`src/rtl/stopwatch_core.sv`:
```
// ============================================================================
// Module      : stopwatch_core
// Description : MM:SS BCD stopwatch fed by divider ticks, with start/stop,
//               clear and lap controls and a sticky overflow flag.
// Revision    : 1.0 - initial release
// ============================================================================
`default_nettype none

module stopwatch_core #(
    parameter int TICKS_PER_COUNT = 1,
    parameter bit WRAP            = 1'b1
) (
    input  logic        clk,
    input  logic        rst,
    input  logic        tick,
    input  logic        btn_start,
    input  logic        btn_clear,
    input  logic        btn_lap,
    output logic [15:0] digits,
    output logic        running,
    output logic        lap_active,
    output logic        overflow,
    output logic        count_pulse
);

    localparam int             c_PW       = (TICKS_PER_COUNT > 1) ? $clog2(TICKS_PER_COUNT) : 1;
    localparam logic [c_PW-1:0] c_PRE_MAX = c_PW'(TICKS_PER_COUNT - 1);

    localparam logic [1:0] c_IDLE    = 2'd0;
    localparam logic [1:0] c_RUNNING = 2'd1;
    localparam logic [1:0] c_PAUSED  = 2'd2;

    logic [1:0]      r_state;
    logic [15:0]     r_count;
    logic [15:0]     r_lap;
    logic [c_PW-1:0] r_pre;
    logic            r_lap_active;
    logic            r_overflow;
    logic            r_count_pulse;
    logic            r_start_q;
    logic            r_clear_q;
    logic            r_lap_q;

    logic            w_start_ev;
    logic            w_clear_ev;
    logic            w_lap_ev;
    logic            w_tick_run;
    logic            w_terminal;
    logic [15:0]     w_count_inc;

    assign w_start_ev = btn_start & ~r_start_q;
    assign w_clear_ev = btn_clear & ~r_clear_q;
    assign w_lap_ev   = btn_lap   & ~r_lap_q;
    assign w_tick_run = (r_state == c_RUNNING) && tick;
    assign w_terminal = (r_count == 16'h5959);

    // BCD ripple increment; 59:59 rolls to 00:00 (terminal case handled separately)
    always_comb begin
        w_count_inc = r_count;
        if (r_count[3:0] != 4'd9) begin
            w_count_inc[3:0] = r_count[3:0] + 4'd1;
        end else begin
            w_count_inc[3:0] = 4'd0;
            if (r_count[7:4] != 4'd5) begin
                w_count_inc[7:4] = r_count[7:4] + 4'd1;
            end else begin
                w_count_inc[7:4] = 4'd0;
                if (r_count[11:8] != 4'd9) begin
                    w_count_inc[11:8] = r_count[11:8] + 4'd1;
                end else begin
                    w_count_inc[11:8] = 4'd0;
                    if (r_count[15:12] != 4'd5) begin
                        w_count_inc[15:12] = r_count[15:12] + 4'd1;
                    end else begin
                        w_count_inc[15:12] = 4'd0;
                    end
                end
            end
        end
    end

    always_ff @(posedge clk or posedge rst) begin
        if (rst) begin
            r_state       <= c_IDLE;
            r_count       <= 16'h0000;
            r_lap         <= 16'h0000;
            r_pre         <= '0;
            r_lap_active  <= 1'b0;
            r_overflow    <= 1'b0;
            r_count_pulse <= 1'b0;
            r_start_q     <= 1'b1;
            r_clear_q     <= 1'b1;
            r_lap_q       <= 1'b1;
        end else begin
            r_start_q     <= btn_start;
            r_clear_q     <= btn_clear;
            r_lap_q       <= btn_lap;
            r_count_pulse <= 1'b0;

            if (w_tick_run) begin
                if (r_pre == c_PRE_MAX) begin
                    r_pre <= '0;
                    if (w_terminal) begin
                        r_overflow <= 1'b1;
                        if (WRAP) begin
                            r_count       <= 16'h0000;
                            r_count_pulse <= 1'b1;
                        end
                    end else begin
                        r_count       <= w_count_inc;
                        r_count_pulse <= 1'b1;
                    end
                end else begin
                    r_pre <= r_pre + 1'b1;
                end
            end

            // Lap capture reads r_count, so a same-cycle tick is not yet included
            case (r_state)
                c_IDLE: begin
                    if (w_clear_ev) begin
                        r_overflow   <= 1'b0;
                        r_lap_active <= 1'b0;
                    end else if (w_start_ev) begin
                        r_state <= c_RUNNING;
                    end
                end
                c_RUNNING: begin
                    if (w_start_ev) begin
                        r_state <= c_PAUSED;
                    end else if (w_lap_ev) begin
                        if (!r_lap_active) begin
                            r_lap        <= r_count;
                            r_lap_active <= 1'b1;
                        end else begin
                            r_lap_active <= 1'b0;
                        end
                    end
                    if (!WRAP && w_tick_run && (r_pre == c_PRE_MAX) && w_terminal) begin
                        r_state <= c_PAUSED;
                    end
                end
                c_PAUSED: begin
                    if (w_clear_ev) begin
                        r_state      <= c_IDLE;
                        r_count      <= 16'h0000;
                        r_lap        <= 16'h0000;
                        r_pre        <= '0;
                        r_overflow   <= 1'b0;
                        r_lap_active <= 1'b0;
                    end else if (w_start_ev) begin
                        r_state <= c_RUNNING;
                    end else if (w_lap_ev) begin
                        r_lap_active <= 1'b0;
                    end
                end
                default: r_state <= c_IDLE;
            endcase
        end
    end

    assign digits      = r_lap_active ? r_lap : r_count;
    assign running     = (r_state == c_RUNNING);
    assign lap_active  = r_lap_active;
    assign overflow    = r_overflow;
    assign count_pulse = r_count_pulse;

endmodule

`default_nettype wire

```
`config.mk`:
```
export PLATFORM = sky130hd
export DESIGN_NAME = stopwatch_core
export DESIGN_NICKNAME = d
export VERILOG_FILES = /design/src/rtl/stopwatch_core.sv
export SDC_FILE = /design/constraint.sdc
export NUM_CORES = 1
export LEC_CHECK = 0
export CORE_MARGIN = 1.5
export CORE_UTILIZATION = 25
export CTS_CLUSTER_DIAMETER = 30
export DETAILED_ROUTE_END_ITERATION = 6
export HOLD_SLACK_MARGIN = 0.06
export SYNTH_ARGS = -nofsm -noshare
export SYNTH_HDL_FRONTEND = slang
export SYNTH_SLANG_ARGS = --single-unit
```
`constraint.sdc`:
```
create_clock -name clk -period 2.4 [get_ports clk]
set_input_delay 0.48 -clock clk [delete_from_list [all_inputs] [get_ports clk]]
set_output_delay 0.48 -clock clk [all_outputs]
set_load 0.01 [all_outputs]
```
# ---- Yosys cells after proc, flatten, opt, wreduce, memory -nomap -nowiden
# Index checks and enable logic that the tools add are counted.
dict set report word_totals {
  ff_bits 41
  latchBits 0
  mem_bits_ro 0
  elab_cells 85
  ram_bits 0
  mem_count 0
}
dict set report op_classes {
  eq_ne 15
  add_sub_neg 5
  shift 0
  reduce_logical 8
  multipliers 0
  div_mod_pow 0
  bitwise 6
  order_cmp 0
  n_mux 41
}
# cell count
set op_table {}
lappend op_table {{$mux W16} 9}
lappend op_table {{$pmux W16 S2} 1}
lappend op_table {{$mux W4} 5}
lappend op_table {{$mux W1} 18}
lappend op_table {{$add A4 B1 Y4 const B} 4}
lappend op_table {{$eq A16 B15 Y1 const B} 1}
lappend op_table {{$mux W12} 1}
lappend op_table {{$mux W2} 4}
lappend op_table {{$mux W8} 1}
lappend op_table {{$ne A2 B2 Y1 const B} 4}
lappend op_table {{$ne A4 B3 Y1 const B} 2}
lappend op_table {{$ne A4 B4 Y1 const B} 2}
lappend op_table {{$ne A3 B3 Y1 const B} 2}
lappend op_table {{$pmux W2 S3} 1}
lappend op_table {{$reduce_and A6 Y1} 1}
lappend op_table {{$ne A2 B1 Y1 const B} 2}
lappend op_table {{$reduce_and A4 Y1} 1}
lappend op_table {{$and A1 B1 Y1} 3}
lappend op_table {{$not A1 Y1} 3}
lappend op_table {{$pmux W1 S3} 1}
lappend op_table {{$reduce_bool A3 Y1} 1}
lappend op_table {{$eq A2 B1 Y1 const B} 1}
lappend op_table {{$eq A2 B2 Y1 const B} 1}
lappend op_table {{$logic_not A2 Y1} 1}
lappend op_table {{5 further kinds} 5}

# ---- Logic depth before layout (Yosys ltp)
# Gate-level depths: netlist of run 1.
dict set report logic_depth {
  depth_word 10
  depth_mapped 7
  depth_no_buf 6
}

# ---- Worst setup path after synthesis of run 1
# Ideal clock, no wire load.
dict set report synth_timing {
  kind {register -> register}
  from {register r_count[0]}
  to {register r_count[14]}
  n_path_buf 1
  path_stages_with_launch 7
  required_ns 2.280
  arrival_ns 1.544
  path_slack_ns 0.736
  setup_ns 0.120
  path_cell_list {dfrtp_1 > ha_1 > and3b_1 > and4_1 > buf_4 > and4b_1 > a31o_2}
}
dict set report synth_between {
  elab_chain_cells 7
}
# element line_no
set synth_lines {}
lappend synth_lines {{start, declared} 34} ;# logic [15:0] r_count;
lappend synth_lines {{start signal, assigned} 110} ;# r_count <= w_count_inc;
lappend synth_lines {{$ne A4 B4 Y1} 60} ;# if (r_count[3:0] != 4'd9) begin
lappend synth_lines {{$mux W12} 60}
lappend synth_lines {{$mux W16 (*)} 103} ;# if (w_terminal) begin
lappend synth_lines {{$mux W16 (*)} 101} ;# if (r_pre == c_PRE_MAX) begin
lappend synth_lines {{$mux W16 (*)} 100} ;# if (w_tick_run) begin
lappend synth_lines {{$mux W16} 144} ;# if (w_clear_ev) begin
lappend synth_lines {{$mux W16 (*)} 119} ;# case (r_state)
# Every way passes the cells marked *; elsewhere a longest branch is shown, timed or not.
# A chain may end at the register's enable or synchronous reset.

# ---- Final worst setup path of run 1
dict set report layout_timing {
  from {register r_lap_active (netlist: lap_active)}
  to {output digits[5]}
}
dict set report layout_between {
  elab_chain_cells 1
}
# element line_no
set layout_lines {}
lappend layout_lines {{start, declared} 37} ;# logic r_lap_active;
lappend layout_lines {{start signal, assigned} 88} ;# r_lap_active <= 1'b0;
lappend layout_lines {{start signal, assigned} 123} ;# r_lap_active <= 1'b0;
lappend layout_lines {{start signal, assigned} 134} ;# r_lap_active <= 1'b1;
lappend layout_lines {{$mux W16} -}
lappend layout_lines {{end, declared} 19} ;# output logic [15:0] digits,
# Every way passes these cells.

==> flow_summary.json, run 1 <==
{
  "num_vias": 1601,
  "yosysWarningCount": 0,
  "power_density_nw_per_um2": 732.8,
  "finalPower_mw": 2.016,
  "finish.net_count": 260,
  "core_region_area_um2": 8721,
  "syn_nets": 226,
  "drive_above_1_share": 0.2186,
  "synth_top_area_frac": 0.4243,
  "worstSetupEndpointType": "primary output",
  "startpoint": "lap_active",
  "worstSetupStartpointType": "register",
  "wl_mm": 4.655,
  "setup_tns_ps": 0,
  "post-route-drc-count": 0,
  "peakVddDrop_uv": 369.2,
  "synth_common_cells": "dfrtp_1 (38), mux2_2 (28), and2_1 (18), nand2_1 (18), nor2_1 (17)",
  "max-clock-path-buffers": 2,
  "routedWlPerCell_um": 13.11,
  "finalMaxSlewViolations": 0,
  "rsz0062_at_grt": "false",
  "setup_viol": 0,
  "finalNonFillerCells": 355,
  "synth_cell_type_count": 40,
  "fillers": 910,
  "place_inst": 347,
  "grtUsageTotal": 0.1077,
  "synth_most_common_cell": "dfrtp_1",
  "rr_startpoint": "r_count[1]",
  "cts_setup_buffers": 0,
  "yosysTopAreaCell": "dfrtp_1",
  "clock_latency_ps": 290,
  "timing.final.crit_period_ps": 2237,
  "fin_area_um2": 2751,
  "numClockSinks": 41,
  "die-width_um": 97.68,
  "clockRootBuffer": "clkbuf_8",
  "start_util": 0.2570,
  "numCtsBuffers": 5,
  "arrival_ps": 1760,
  "gp_congestion": 0.7251,
  "dr.pass1.iters": 4,
  "max_freq_mhz": 447.0,
  "cap_violations": 0,
  "syn_inst": 212,
  "ys_seq_area_frac": 0.4595,
  "drt_iter0_markers": 61,
  "dp_hpwl_mm": 3.300,
  "crit_required_ps": 1920,
  "grt_pass1_vias": 1623,
  "min_period_over_period": 0.9321,
  "grt.overflow.total": 0,
  "worstHoldStart": "overflow",
  "syn_area_per_cell_um2": 10.57,
  "cts_hold_buf": 0,
  "cts_tree": "done",
  "synth_area_leaders": "dfrtp_1 (42%), mux2_2 (14%), and2_1 (5.0%)",
  "portBuffers": 25,
  "diodes": 0,
  "grt_pass1_wl_mm": 8.217,
  "yosys_most_used_dff": "dfrtp_1",
  "fin_ws_ps": 163.0,
  "synth_area_um2": 2241,
  "final-hold-violation-count": 0,
  "ys_ff_latch": 41,
  "worstMarginPinSlew_ps": 531.0,
  "viasPerCell": 4.510,
  "skew_ps": 8.407,
  "p_leak_nw": 1.280,
  "placed_cell_area_um2": 2661,
  "worst-path-max-fanout": 14,
  "ant_nets": 0,
  "async_flop_share": 1.000,
  "htree_levels": 2,
  "io_pins": 26,
  "path_clk_slew_ps": 80,
  "area_growth_pct": 22.78,
  "rows": 34,
  "antenna_found_initial": 0,
  "grt_max_degree": 42,
  "relSlewSlack": 0.6460,
  "synth_edf_count": 0,
  "die_y_um": 97.68,
  "critPathKind": "register to primary output",
  "die_area_um2": 9540,
  "cts.repair.resized": 0,
  "status": "finished, final reports clean",
  "post-place-ws_ps": 225.4,
  "hold_path_class": "register to register"
}
## critical path: stages, from the launching register on
cell             delay [ps]
dfrtp_1                 380
buf_4                   200
o21ai_0                 290
clkdlybuf4s50_1         600
## flip-flops by register name (all words and copies together), names as in the netlist
register	flops
r_start_q	1
r_lap	16
r_lap_q	1
count_pulse	1
overflow	1
r_count	16
r_state	2
r_pre	1
r_clear_q	1
lap_active	1
## report_power, final
| group | total (mW) | internal, mW | switching (mW) | leakage, nW |
|---|---|---|---|---|
| Sequential | 0.873 | 0.786 | 0.0873 | 0.547 |
| Combinational | 0.682 | 0.350 | 0.332 | 0.687 |
| Clock | 0.461 | 0.235 | 0.227 | 0.0455 |
| Total | 2.02 | 1.37 | 0.646 | 1.28 |
## metal layers
layer | global-route usage | share of wire
met4 | 0.03407 | 0.016
met3 | 0.03094 | 0.039
met5 | 0 | 0
met1 | 0.1507 | 0.50
met2 | 0.1603 | 0.44
## cell usage in the layout (no fill, tap or decap), drive strengths merged
cell / n
nand3b: 2
a31o: 1
a2bb2oi: 1
nand3: 3
xnor2: 2
nand4: 1
nand2: 19
and2: 18
ha: 8
o21ai: 10
o41ai: 1
and2b: 1
and3: 1
dfrtp: 38
buf: 10
o2bb2ai: 1
nor2b: 4
and4: 1
mux2i: 6
and4b: 1
clkbuf: 8
inv: 8
nor3: 9
nand4bb: 1
nor2: 17
or3: 2
nand2b: 1
nor4: 1
mux2: 28
a21oi: 9
xor2: 1
and3b: 4
o22ai: 1
clkdlybuf4s50: 25
dfstp: 3
## cell type report
type	instances	area, um2	share of cell area
clock buffers	8	90.09	0.03274
inverters	8	30.03	0.01091
multi-input cells	155	1129	0.4102
flip-flops and latches	41	1030	0.3743
well taps	108	135.1	0.04911
repair buffers	35	337.8	0.1228
## logic make-up (layout without fill, tap and decap cells)
| group | after synthesis | after routing | share of synthesized area |
|---|---|---|---|
| multiplexers | 34 | 34 | 0.1675 |
| XOR/XNOR | 3 | 3 | 0.01173 |
| flip-flops | 41 | 41 | 0.4595 |
| buffers and inverters | 16 | 51 | 0.03685 |
| AO/OA/AOI/OAI | 24 | 24 | 0.06086 |
| adder cells (fa/ha/maj) | 8 | 8 | 0.04467 |
| AND/OR/NAND/NOR | 86 | 86 | 0.2189 |
## path summary, 6_finish.rpt
kind / to / slack (ps) / cells past startpoint
max: digits[5] / 160 / 3
min: overflow / 520 / 2
max reg2reg: r_count[14] / 460 / 6
min reg2reg: overflow / 520 / 2
max in group asynchronous: r_clear_q / 1390 / 3
min in group asynchronous: r_lap[14] / 620 / 3
## metrics by stage
| stage | hold WS (ps) | utilization |
|---|---|---|
| floorplan | 457.5 | - |
| global route | 555.0 | 0.3155 |
| detailed placement | 492.0 | 0.3052 |
| finish | 523.8 | 0.3155 |
| global placement | 489.6 | 0.3052 |
| CTS | 522.1 | 0.3155 |
(Power assumes the default switching activity.)
==> inputs of run 2 (changes only) <==
--- a/config.mk
+++ b/config.mk
@@ -8,8 +8,10 @@
 export CORE_MARGIN = 1.5
 export CORE_UTILIZATION = 25
 export CTS_CLUSTER_DIAMETER = 30
+export CTS_CLUSTER_SIZE = 25
 export DETAILED_ROUTE_END_ITERATION = 6
 export HOLD_SLACK_MARGIN = 0.06
+export MAX_ROUTING_LAYER = met4
 export SYNTH_ARGS = -nofsm -noshare
 export SYNTH_HDL_FRONTEND = slang
 export SYNTH_SLANG_ARGS = --single-unit
==> flow_summary.json, run 2 (synthesis gave the netlist of run 1 again) <==
{
  "skew_ps": 8.929,
  "die-width_um": 97.68,
  "p_leak_nw": 1.280,
  "path_cells": "buf_4, o21ai_0, clkdlybuf4s50_1",
  "post-route-drc-count": 0,
  "worstMarginPinSlew_ps": 530.4,
  "cap_violations": 0,
  "cts_tree": "done",
  "routedWlPerCell_um": 13.20,
  "start_util": 0.2570,
  "clockRootBuffer": "clkbuf_8",
  "crit_required_ps": 1920,
  "cts.repair.resized": 0,
  "power_density_nw_per_um2": 733.8,
  "top_regs": "r_count: 16 flops, r_lap: 16 flops, r_state: 2 flops",
  "cts_hold_buf": 0,
  "drive_above_1_share": 0.2186,
  "critPathKind": "register to primary output",
  "worstSetupEndpointType": "primary output",
  "dr.pass1.iters": 4,
  "slowest_delay_ps": 610,
  "io_pins": 26,
  "num_vias": 1598,
  "viasPerCell": 4.501,
  "final-hold-violation-count": 0,
  "layout_common_cells": "dfrtp_1 (38), mux2_2 (28), clkdlybuf4s50_1 (25)",
  "finalMaxSlewViolations": 0,
  "worstSetupStartpointType": "register",
  "setup_viol": 0,
  "htree_levels": 2,
  "setup_tns_ps": 0,
  "drt_iter0_markers": 56,
  "max-clock-path-buffers": 2,
  "worst-path-max-fanout": 14,
  "relSlewSlack": 0.6464,
  "ant_nets": 0,
  "cpLargestDelayFamily": "buffers and inverters",
  "grt.overflow.total": 0,
  "clock_latency_ps": 290,
  "numCtsBuffers": 5,
  "finalPower_mw": 2.019,
  "layout_commonest_cell": "dfrtp_1",
  "diodes": 0,
  "grt_pass1_vias": 1619,
  "cts_setup_buffers": 0,
  "timing.final.crit_period_ps": 2240,
  "portBuffers": 25,
  "finish.net_count": 260,
  "gp_congestion": 0.7338,
  "dp_hpwl_mm": 3.300,
  "grtUsageTotal": 0.1107,
  "status": "finished, final reports clean",
  "grt_pass1_wl_mm": 8.224,
  "rows": 34,
  "min_period_over_period": 0.9333,
  "fillers": 910,
  "grt_max_degree": 42,
  "hold_path_class": "register to register",
  "peakVddDrop_uv": 370.7,
  "antenna_found_initial": 0,
  "die_area_um2": 9540,
  "core_region_area_um2": 8721,
  "crit_buf_inv": 2,
  "area_growth_pct": 22.78,
  "rsz0062_at_grt": "false",
  "die_y_um": 97.68,
  "arrival_ps": 1760,
  "critPathSlowestCell": "clkdlybuf4s50_1",
  "path_clk_slew_ps": 80,
  "numClockSinks": 41,
  "max_freq_mhz": 446.4,
  "wl_mm": 4.686
}
run 2: cell counts in the layout (fill, tap and decap cells not counted):
Identical to the previous run, type by type.
run 2: final timing paths:
kind | startpoint | endpoint | slack [ps] | depth (start not counted)
setup / recovery | lap_active | digits[5] | 160 | 3
hold / removal | overflow | overflow | 530 | 2
setup reg to reg | r_count[1] | r_count[14] | 450 | 6
hold reg to reg | overflow | overflow | 530 | 2
max in group asynchronous | rst | r_clear_q | 1400 | 3
min in group asynchronous | rst | r_lap[14] | 630 | 3
run 2: cell type report:
type,count,area [um2],area share
Clock buffer,8,90.09,0.03274
Inverter,8,30.03,0.01091
Multi-Input combinational cell,155,1129,0.4102
Sequential cell,41,1030,0.3743
Tap cell,108,135.1,0.04911
Timing Repair Buffer,35,337.8,0.1228
run 2: per-stage QoR:
step / instance area [um2] / hold slack (ps) / util / std cells / setup WS (ps)
2_1_floorplan: 2241 / 457.5 / - / 212 / 736.4
3_3_place_gp: 2661 / 489.6 / 0.3052 / 347 / 230.3
3_5_place_dp: 2661 / 492.0 / 0.3052 / 347 / 225.4
4_1_cts: 2751 / 522.1 / 0.3155 / 355 / 132.7
5_1_grt: 2751 / 555.4 / 0.3155 / 355 / 77.39
6_report: 2751 / 525.3 / 0.3155 / 355 / 160.1
run 2: per-layer routing:
layer  vias up  GRT usage  part of all wire
li1        796          -                 -
met1       768     0.1502              0.52
met2        27     0.1624              0.43
met3         7    0.02806             0.034
met4         0    0.03407             0.016
met5         -          -                 0
run 2: tightest hold or removal path, cell delays in order (launching register included):
cell and delay, ps:
dfrtp_1 360, a21oi_1 50, nor2_1 70
run 2: power breakdown:
part | internal (mW) | switching (mW) | total, mW
Clock | 0.235 | 0.228 | 0.463
Combinational | 0.349 | 0.333 | 0.682
Sequential | 0.786 | 0.0881 | 0.874
==> inputs of run 3 (changes only) <==
--- a/config.mk
+++ b/config.mk
@@ -5,13 +5,13 @@
 export SDC_FILE = /design/constraint.sdc
 export NUM_CORES = 1
 export LEC_CHECK = 0
+export ABC_AREA = 1
 export CORE_MARGIN = 1.5
 export CORE_UTILIZATION = 25
 export CTS_CLUSTER_DIAMETER = 30
 export CTS_CLUSTER_SIZE = 25
 export DETAILED_ROUTE_END_ITERATION = 6
 export HOLD_SLACK_MARGIN = 0.06
-export MAX_ROUTING_LAYER = met4
 export SYNTH_ARGS = -nofsm -noshare
 export SYNTH_HDL_FRONTEND = slang
 export SYNTH_SLANG_ARGS = --single-unit
==> flow_summary.json, run 3 <==
{
  "cts_tree": "done",
  "clock_latency_ps": 290,
  "skew_ps": 8.121,
  "layout_commonest_cell": "nand2_1",
  "power_density_nw_per_um2": 891.3,
  "path_cells": "buf_4, o21ai_0, clkdlybuf4s50_1",
  "crit_required_ps": 1920,
  "synth-adder-area-share": 0.04425,
  "post-route-drc-count": 0,
  "timing.final.crit_period_ps": 2300,
  "dp_hpwl_mm": 3.660,
  "critPathKind": "register to primary output",
  "hold_path_class": "register to register",
  "yosysTopAreaCell": "dfrtp_1",
  "synth_top_area_frac": 0.4204,
  "cts_setup_buffers": 0,
  "drt_iter0_markers": 115,
  "synth_compound_area_frac": 0.08296,
  "worstSetupStartpointType": "register",
  "min_period_over_period": 0.9583,
  "synth_area_um2": 2262,
  "synth_most_common_cell": "nand2_1",
  "finish.net_count": 327,
  "portBuffers": 25,
  "worstMarginPinSlew_ps": 527.8,
  "peakVddDrop_uv": 271.0,
  "synth_xor_area_frac": 0.01162,
  "dr.pass1.iters": 4,
  "io_pins": 26,
  "ant_nets": 0,
  "setup_viol": 0,
  "viasPerCell": 4.438,
  "grt_pass1_wl_mm": 8.832,
  "drive_above_1_share": 0.1115,
  "arrival_ps": 1820,
  "clockRootBuffer": "clkbuf_8",
  "synth_area_leaders": "dfrtp_1 (42%), nand2_1 (10%), nand3_1 (9.3%)",
  "rows": 34,
  "yosysWarningCount": 0,
  "ys_ff_latch": 41,
  "max-clock-path-buffers": 2,
  "wl_mm": 5.008,
  "numClockSinks": 41,
  "yosys_most_used_dff": "dfrtp_1",
  "worstSetupEndpointType": "primary output",
  "grtUsageTotal": 0.1129,
  "syn_area_per_cell_um2": 7.994,
  "final-hold-violation-count": 0,
  "grt_pass1_vias": 1857,
  "start_util": 0.2581,
  "synth_edf_count": 0,
  "path_clk_slew_ps": 80,
  "antenna_found_initial": 0,
  "status": "finished, final reports clean",
  "p_leak_nw": 1.346,
  "numCtsBuffers": 5,
  "grt_max_degree": 42,
  "synthSimpleGateAreaFrac": 0.3274,
  "crit_buf_inv": 2,
  "critPathSlowestCell": "clkdlybuf4s50_1",
  "synth_cell_type_count": 32,
  "grt.overflow.total": 0,
  "top_regs": "r_count: 16 flops, r_lap: 16 flops, r_state: 2 flops",
  "finalMaxSlewViolations": 0,
  "routedWlPerCell_um": 11.87,
  "synth_common_cells": "nand2_1 (60), nand3_1 (42), dfrtp_1 (38)",
  "rsz0062_at_grt": "false",
  "syn_nets": 297,
  "finalPower_mw": 2.466,
  "slowest_delay_ps": 590,
  "cpLargestDelayFamily": "buffers and inverters",
  "layout_common_cells": "nand2_1 (60), nand3_1 (42), dfrtp_1 (38)",
  "htree_levels": 2,
  "synth_mux_area_frac": 0,
  "core_region_area_um2": 8763,
  "setup_tns_ps": 0,
  "synth_top_family_by_area": "simple AND/OR/NAND/NOR gates",
  "worst-path-max-fanout": 15,
  "area_growth_pct": 22.29,
  "async_flop_share": 1.000,
  "num_vias": 1873,
  "max_freq_mhz": 434.8,
  "cap_violations": 0,
  "relSlewSlack": 0.6481,
  "die-width_um": 98.13,
  "die_area_um2": 9629,
  "fin_ws_ps": 100.0,
  "gp_congestion": 0.8170,
  "syn_inst": 283,
  "ys_seq_area_frac": 0.4552,
  "post-place-ws_ps": 323.1,
  "diodes": 0,
  "die_y_um": 98.13
}
==> run 3: changes by cell type after synthesis, sizes merged, moves of 3 or more <==
cell and delta:
nand2 +48, nand3 +40, inv +28, mux2 -28, and2 -18, o21ai +17
nor2 +13, mux2i -6, and3b -4, nor2b -4, nor3 -3
==> run 3: path summary, 6_finish.rpt <==
| kind | start | endpoint | slack (ps) | cells past startpoint |
|---|---|---|---|---|
| min in group asynchronous | rst | r_lap[1] | 620 | 3 |
| hold / removal | r_lap[13] | r_lap[13] | 510 | 2 |
| setup / recovery | lap_active | digits[5] | 100 | 3 |
| max in group asynchronous | rst | r_start_q | 1410 | 3 |
| hold reg to reg | r_lap[13] | r_lap[13] | 510 | 2 |
| setup reg to reg | r_count[1] | r_count[13] | 670 | 9 |
==> run 3: metal layers <==
| layer | up-vias | wire length [um] | GRT usage |
|---|---|---|---|
| met5 | - | 0 | 0 |
| met4 | 0 | 21 | 0.02857 |
| met3 | 2 | 224 | 0.03078 |
| met2 | 29 | 2340 | 0.1931 |
| met1 | 875 | 2422 | 0.1404 |
| li1 | 967 | - | - |
==> run 3: layout make-up <==
cell class                      count  area, um2
Multi-Input combinational cell    198       1055
Fill cell                         945       5997
Sequential cell                    41       1030
Inverter                           36      135.1
Clock buffer                        7      86.33
Tap cell                          108      135.1
Clock inverter                      1      30.03
Timing Repair Buffer               31      295.3
==> run 3: timing repair <==
action	in CTS	in global routing
hold buffers	0	0
endpoints found under the setup margin	0	4
gates resized for setup	0	4
==> run 3: tightest hold or removal path, delay by kind of cell, from the launching register on <==
kind / cells / cell delay [ps]
AND/OR/NAND/NOR: 2 / 140
flip-flops: 1 / 350
==> run 3: kinds of logic after synthesis <==
kind of cell / count (synthesis)
and+or+nand+nor: 151
buffers and inverters: 44
DFF: 41
AOI/OAI and AO/OA: 36
adders and majority gates: 8
xor gates and xnor gates: 3
==> run 3: power by group <==
part           switching, mW  internal [mW]
sequential             0.135          0.848
combinational          0.497          0.405
clock                  0.241          0.339
total                  0.873           1.59
==> run 3: through the flow <==
step                instance area, um2  hold slack [ps]    util  instances
global placement                  2650            484.4  0.3024        414
finish                            2766            511.1  0.3157        422
floorplan                         2262            471.2       -        283
detailed placement                2650            489.3  0.3024        414
global route                      2766            542.9  0.3157        422
CTS                               2766            510.6  0.3157        422
